File: src/rtl/tdm_demux_1to4.sv
// Receive side of the 4:1 TDM link: frame lock, slot tracking and parallel word rebuild.
// Optional even-parity slot (5-beat frame) enabled by defining TDM_DEMUX_PARITY_EN.
module tdm_demux_1to4 #(
    parameter int unsigned NUM_CH = 4,
    parameter int unsigned SLOT_W = 3
) (
    input  logic              clk,
    input  logic              rst,
    input  logic              data_in,
    input  logic              in_valid,
    input  logic              frame_sync,
    output logic [NUM_CH-1:0] data_out,
    output logic              frame_valid,
    output logic [SLOT_W-1:0] sel_n,
    output logic              locked,
    output logic              sync_err,
    output logic              parity_err
);

`ifdef TDM_DEMUX_PARITY_EN
    // All four data slots are buffered; the parity beat closes the frame.
    localparam int unsigned SHADOW_W = NUM_CH;
`else
    // Slot 3 goes straight to data_out, so only slots 0..2 are buffered.
    localparam int unsigned SHADOW_W = NUM_CH - 1;
`endif
    localparam logic [SLOT_W-1:0] LAST_SLOT = SLOT_W'(SHADOW_W);

    typedef enum logic [0:0] {StHunt, StLocked} state_t;

    state_t              state_q;
    logic [SLOT_W-1:0]   slot_q;
    logic [SHADOW_W-1:0] shadow_q;
    logic [SHADOW_W-1:0] shadow_wr;
    logic [SHADOW_W-1:0] shadow_first;

    always_comb begin
        shadow_wr = shadow_q;
        for (int i = 0; i < int'(SHADOW_W); i++) begin
            if (slot_q == SLOT_W'(i)) begin
                shadow_wr[i] = data_in;
            end
        end
    end

    assign shadow_first = {{(SHADOW_W-1){1'b0}}, data_in};

`ifdef TDM_DEMUX_PARITY_EN
    logic parity_err_q;
    assign parity_err = parity_err_q;
`else
    assign parity_err = 1'b0;
`endif

    always_ff @(posedge clk) begin
        if (rst) begin
            state_q     <= StHunt;
            slot_q      <= '0;
            shadow_q    <= '0;
            data_out    <= '0;
            frame_valid <= 1'b0;
            sync_err    <= 1'b0;
`ifdef TDM_DEMUX_PARITY_EN
            parity_err_q <= 1'b0;
`endif
        end else begin
            frame_valid <= 1'b0;
            sync_err    <= 1'b0;
`ifdef TDM_DEMUX_PARITY_EN
            parity_err_q <= 1'b0;
`endif
            if (in_valid) begin
                case (state_q)
                    StHunt: begin
                        if (frame_sync) begin
                            shadow_q <= shadow_first;
                            slot_q   <= SLOT_W'(1);
                            state_q  <= StLocked;
                        end
                    end
                    StLocked: begin
                        if (frame_sync && (slot_q != '0)) begin
                            // Misplaced sync: drop the partial frame and restart at slot 0.
                            sync_err <= 1'b1;
                            shadow_q <= shadow_first;
                            slot_q   <= SLOT_W'(1);
                        end else if (slot_q == LAST_SLOT) begin
`ifdef TDM_DEMUX_PARITY_EN
                            if (^{shadow_q, data_in} == 1'b0) begin
                                data_out    <= shadow_q;
                                frame_valid <= 1'b1;
                            end else begin
                                parity_err_q <= 1'b1;
                            end
`else
                            data_out    <= {data_in, shadow_q};
                            frame_valid <= 1'b1;
`endif
                            slot_q <= '0;
                        end else begin
                            shadow_q <= shadow_wr;
                            slot_q   <= slot_q + 1'b1;
                        end
                    end
                    default: begin
                        state_q <= StHunt;
                        slot_q  <= '0;
                    end
                endcase
            end
        end
    end

    assign sel_n  = slot_q;
    assign locked = (state_q == StLocked);

endmodule

File: config.mk
export PLATFORM = sky130hd
export DESIGN_NAME = tdm_demux_1to4
export DESIGN_NICKNAME = d
export VERILOG_FILES = /design/src/rtl/tdm_demux_1to4.sv
export SDC_FILE = /design/constraint.sdc
export NUM_CORES = 1
export LEC_CHECK = 0
export ABC_AREA = 1
export BUFFER_PORTS_ARGS = -buffer_cell sky130_fd_sc_hd__buf_4
export CAP_MARGIN = 20
export CORE_MARGIN = 1
export CORE_UTILIZATION = 45
export DETAILED_ROUTE_END_ITERATION = 16
export GPL_ROUTABILITY_DRIVEN = 0
export GPL_TIMING_DRIVEN = 0
export PLACE_DENSITY_LB_ADDON = 0.3
export SYNTH_ARGS = -nofsm -noshare
export SYNTH_HDL_FRONTEND = slang
export SYNTH_SLANG_ARGS = --single-unit
File: constraint.sdc
create_clock -name clk -period 1.2 [get_ports clk]
set_input_delay 0.3 -clock clk [delete_from_list [all_inputs] [get_ports clk]]
set_output_delay 0.3 -clock clk [all_outputs]
set_load 0.02 [all_outputs]
==> Yosys cells after proc, flatten, opt, wreduce, memory -nomap -nowiden <==
Index checks and enable logic that the tools add are counted.
{ "word_totals": {"reg_bits": 13, "input_bits": 5, "output_inout_bits": 11, "wordCells": 45} }
{ "op_classes": {"add_sub_neg": 1, "eq_ne": 8, "n_mux": 15, "bitwise": 3, "n_reduce_logical": 10} }
{ "op_table": {"columns": ["op", "n"], "rows": [
  ["3-bit two-way mux", 6],
  ["4-bit AND reduction", 4],
  ["3-bit case mux with 2 select lines", 2],
  ["3-bit by 1-bit inequality test with 1-bit output, second input constant", 3],
  ["1-bit two-way mux", 7],
  ["3-bit by 2-bit == test with 1-bit output, second input constant", 2],
  ["4-bit OR reduction", 1],
  ["3-bit by 1-bit adder with 3-bit output, second input constant", 1],
  ["3-bit by 1-bit == test with 1-bit output, second input constant", 1],
  ["3-bit logical NOT", 1],
  ["3-bit inequality test, second input constant", 1],
  ["1-bit NOT", 3],
  ["3-bit nonzero test", 1],
  ["3-bit OR reduction", 1],
  ["2-bit inequality test, second input constant", 1],
  ["2-bit AND reduction", 1],
  ["1-bit logical AND", 1]
]} }

==> Longest topological paths before layout <==
{ "depth": {"ltp_word": 5, "mapped_depth": 9, "mapped_depth_nobuf": 9} }

==> Least setup slack after synthesis <==
Ideal clock, no wire load.
{ "synth_timing": {"path_kind": "register to register", "startpoint": "register slot_q[0], in the netlist sel_n[0]", "endpoint": "register shadow_q[0]", "setup_ns": 0.114, "arrival_ns": 1.281, "required_time_ns": 1.086, "slack_ns": -0.195, "path_stages_with_launch": 9, "n_path_buf": 0, "period_less_slack_ns": 1.395, "cell_sequence": "dfxtp_1 inv_1 ha_1 nand2_4 nand2_4 nand3_2 nand3_1 nor2_1 nor2_2"} }
{ "synth_via": {"elab_chain_cells": 4, "word_cells_on_any_way": 9, "cone_classes": "3 x eq/ne; 2 x mux; 4 x reduce/logical"} }
{ "synth_lines": {"columns": ["element", "line", "rtl"], "rows": [
  ["start, declared", "32", "logic [SLOT_W-1:0] slot_q;"],
  ["start signal, assigned", "102", "slot_q <= slot_q + 1'b1;"],
  ["3-bit nonzero test", "82", "if (frame_sync && (slot_q != '0)) begin"],
  ["1-bit logical AND", "82", null],
  ["3-bit inequality test (no source line), or another cell as far along", null, null],
  ["4-bit AND reduction (no source line) or 3-bit case mux with 2 select lines (tied branches)", null, null],
  ["end signal, assigned", "76", "shadow_q <= shadow_first;"],
  ["end signal, assigned", "85", "shadow_q <= shadow_first;"],
  ["end signal, assigned", "101", "shadow_q <= shadow_wr;"],
  ["end, declared", "33", "logic [SHADOW_W-1:0] shadow_q;"]
]} }
Several ways; a longest one is shown, not always the timed one.
A chain may end at the register's enable or synchronous reset.

==> Worst setup path in the final report <==
{ "layout_timing": {"startpoint": "register slot_q[1], in the netlist sel_n[1]", "endpoint": "register shadow_q[0]"} }
The elaborated chain is that of the path after synthesis.

==> results.py <==
metrics = {
    "power_and_ir_drop": {
        "combinationalPowerShare_pct": 24.4,
        "p_leak_nw": 0.413,
        "seq_power_share_pct": 47.6,
        "p_sw_mw": 0.309,
        "internal_power_mw": 0.684,
        "finalPower_mw": 0.992,
        "vdd_ir_drop_max_mv": 0.684,
        "p_sw_share_pct": 31.1,
        "power_density_mw_per_mm2": 1010,
        "p_clk_share_pct": 28.0,
    },
    "clocking": {
        "cts_buffers": 3,
        "root_buffer": "clkbuf_4",
        "clock_path_buffers": 2,
        "clk_latency_ns": 0.28,
        "htreeDepth": 1,
        "ctsHoldBuffers": 0,
        "cts_sinks": 13,
        "cts_tree": "yes",
        "clkTransAtPathRegs_ns": 0.08,
    },
    "global_routing": {
        "grt_util_met1_pct": 22.7,
        "grt_pass1_vias": 527,
        "grt_pass1_wl_mm": 2.17,
        "grt_max_degree": 10,
        "grt_overflow_total": 0,
        "antenna_found_initial": 0,
        "grt_busiest_layer": "met2",
        "use_met3_pct": 6.67,
        "track_usage_pct": 21.1,
        "use_met2_pct": 35.7,
    },
    "synth": {
        "synth-xor-area-share_pct": 0,
        "synth_compound_area_share_pct": 11.8,
        "synth.area.mux_share_pct": 0,
        "netlist_area_um2": 666,
        "synth_fp_nets": 95,
        "yosys.area_share.simple_pct": 31.8,
        "yosysWarnings": 0,
        "ys_types": 22,
        "synth-seq-cells": 13,
        "synthCells": 86,
        "syn_avg_cell_area_um2": 7.74,
        "ys_seq_area_share_pct": 39.1,
        "synth_top_family_by_area": "simple AND/OR/NAND/NOR gates",
        "synthAdderAreaFrac_pct": 7.52,
    },
    "route": {
        "wl_per_cell_um": 13.3,
        "vias": 646,
        "first_pass_iters": 4,
        "vias_per_cell": 5.21,
        "route.detailed.drc": 0,
        "drtAntennaViolNets": 0,
        "drt_iter0_drc": 10,
        "drt-total-wl_mm": 1.65,
    },
    "placement": {
        "dp_hpwl_um": 906,
        "dp_slack_ns": -0.0404,
        "dp.cells": 114,
        "port_buffers": 13,
        "placed_cell_area_um2": 798,
    },
    "cells_and_area": {
        "syn_to_final_growth_pct": 47.6,
        "layout.cells.non_filler": 124,
        "nets": 119,
        "mostFrequentLayoutCell": "buf_4",
        "drive_above_1_share_pct": 52.3,
        "final_cell_mix": "19 x buf_4, 14 x nand2_1, 9 x dfxtp_1",
        "final_area_um2": 982,
        "diodes": 0,
        "fill_cells": 99,
    },
    "critical_path": {
        "required_ns": 1.38,
        "r2r_slack_ns": -0.12,
        "r2r_cells": 8,
        "reg2reg_from": "sel_n[1]",
        "crit_fanout": 4,
        "worstSetupPathType": "reg2reg",
        "r2r_end": "shadow_q[0]",
        "cp-start-kind": "flop",
        "worstPathArrival_ns": 1.51,
        "end_kind": "flop",
    },
    "worst_hold_path": {
        "hold_path.class": "in2reg",
        "hold_end": "data_out[3]",
        "holdPathStages": 2,
        "min-delay-start": "rst",
    },
    "floorplan": {
        "die_h_um": 40.5,
        "fp.dieW_um": 40.5,
        "initial_core_util_pct": 49.9,
        "coreArea_mm2": 0.00133,
        "ios": 16,
        "std_cell_rows": 13,
        "dieArea_mm2": 0.00164,
    },
    "timing": {
        "fin_crit_sh_pct": 110,
        "final-setup-viol-count": 9,
        "fin_ws_ns": -0.123,
        "setup_tns_ns": -0.318,
        "drv_slew": 0,
        "skew_ns": 0.00607,
        "rsz0062_at_grt": "true",
        "fmax_mhz": 756,
        "period_needed_ns": 1.32,
        "hold_viol_final": 0,
    },
    "outcome": {
        "status": "complete, but fails checks",
        "violations": "setup timing",
    },
    "flow_run": {
        "max_cap_violations": 0,
    },
}
## sequential cells by signal, indices dropped and copies added (netlist names)
| name | flops |
|---|---|
| locked | 1 |
| sel_n | 3 |
| data_out | 4 |
| sync_err | 1 |
| frame_valid | 1 |
| shadow_q | 3 |
## through the flow
stage / hold slack [ns] / utilization (%)
final: 0.238 / 73.6
after global routing: 0.251 / 73.6
after CTS: 0.242 / 67.0
after detailed placement: 0.455 / 59.8
after global placement: 0.447 / 59.8
after floorplan: 0.437 / -
## power groups by stage
stage | Combinational, mW | Sequential [mW] | Clock [mW]
floorplan | 0.106 | 0.484 | 0
global placement | 0.155 | 0.476 | 0
detailed placement | 0.156 | 0.477 | 0
CTS | 0.193 | 0.468 | 0.278
global route | 0.260 | 0.475 | 0.295
finish | 0.242 | 0.472 | 0.278
## kinds of logic after synthesis
family,Yosys count
adder cells (fa/ha/maj),4
AO/OA/AOI/OAI,14
other,1
AND/OR/NAND/NOR,40
flip-flops,13
buffers and inverters,14
## layout make-up
class / instances / area [um^2] / area share, %
inverter: 12 / 56.3 / 5.73
timing repair buffer: 19 / 150 / 15.3
buffer: 2 / 15.0 / 1.53
clock buffer: 4 / 26.3 / 2.68
tap: 15 / 18.8 / 1.91
sequential: 13 / 273 / 27.8
multi-input combinational: 59 / 443 / 45.1
## timing repair
item / 4_1_cts / 5_1_grt
buffers inserted: 3 / 3
pin swaps: 5 / 5
hold endpoints to repair: 0 / 0
setup endpoints to repair: 9 / 11
gates resized for setup: 13 / 17
## worst max-delay path by stage
| stage | cells after the start | endpoint | from |
|---|---|---|---|
| floorplan | 8 | shadow_q[0] | sel_n[0] |
| global placement | 9 | shadow_q[1] | sel_n[1] |
| detailed placement | 9 | shadow_q[1] | sel_n[1] |
| CTS | 8 | shadow_q[0] | sel_n[0] |
| global route | 8 | shadow_q[0] | sel_n[1] |
| finish | 8 | shadow_q[0] | sel_n[1] |
## worst max-delay path, cell delays in order (launching register included)
cell     delay [ns]
dfxtp_4        0.40
ha_4           0.16
inv_4          0.04
nor2_4         0.17
nand3_4        0.13
nand3_1        0.13
nand2_1        0.08
nand2_1        0.08
nor2_2         0.03
## cells in the mapped netlist, drive strengths merged
master	n	share of area, %
a21oi	8	6.6
a31oi	1	0.94
buf	2	2.3
clkinv	1	0.75
conb	1	0.56
dfxtp	13	39
ha	4	7.5
inv	11	6.2
nand2	23	17
nand3	5	6.4
nand3b	1	1.1
nor2	10	6.8
nor3	1	0.75
o2111ai	1	1.3
o21ai	4	3.0
## layer usage
metal,up-vias,share of wire (%)
met4,0,3.1
li1,322,-
met3,6,5.5
met5,-,0
met1,297,41
met2,21,50
(Power assumes the default switching activity.)
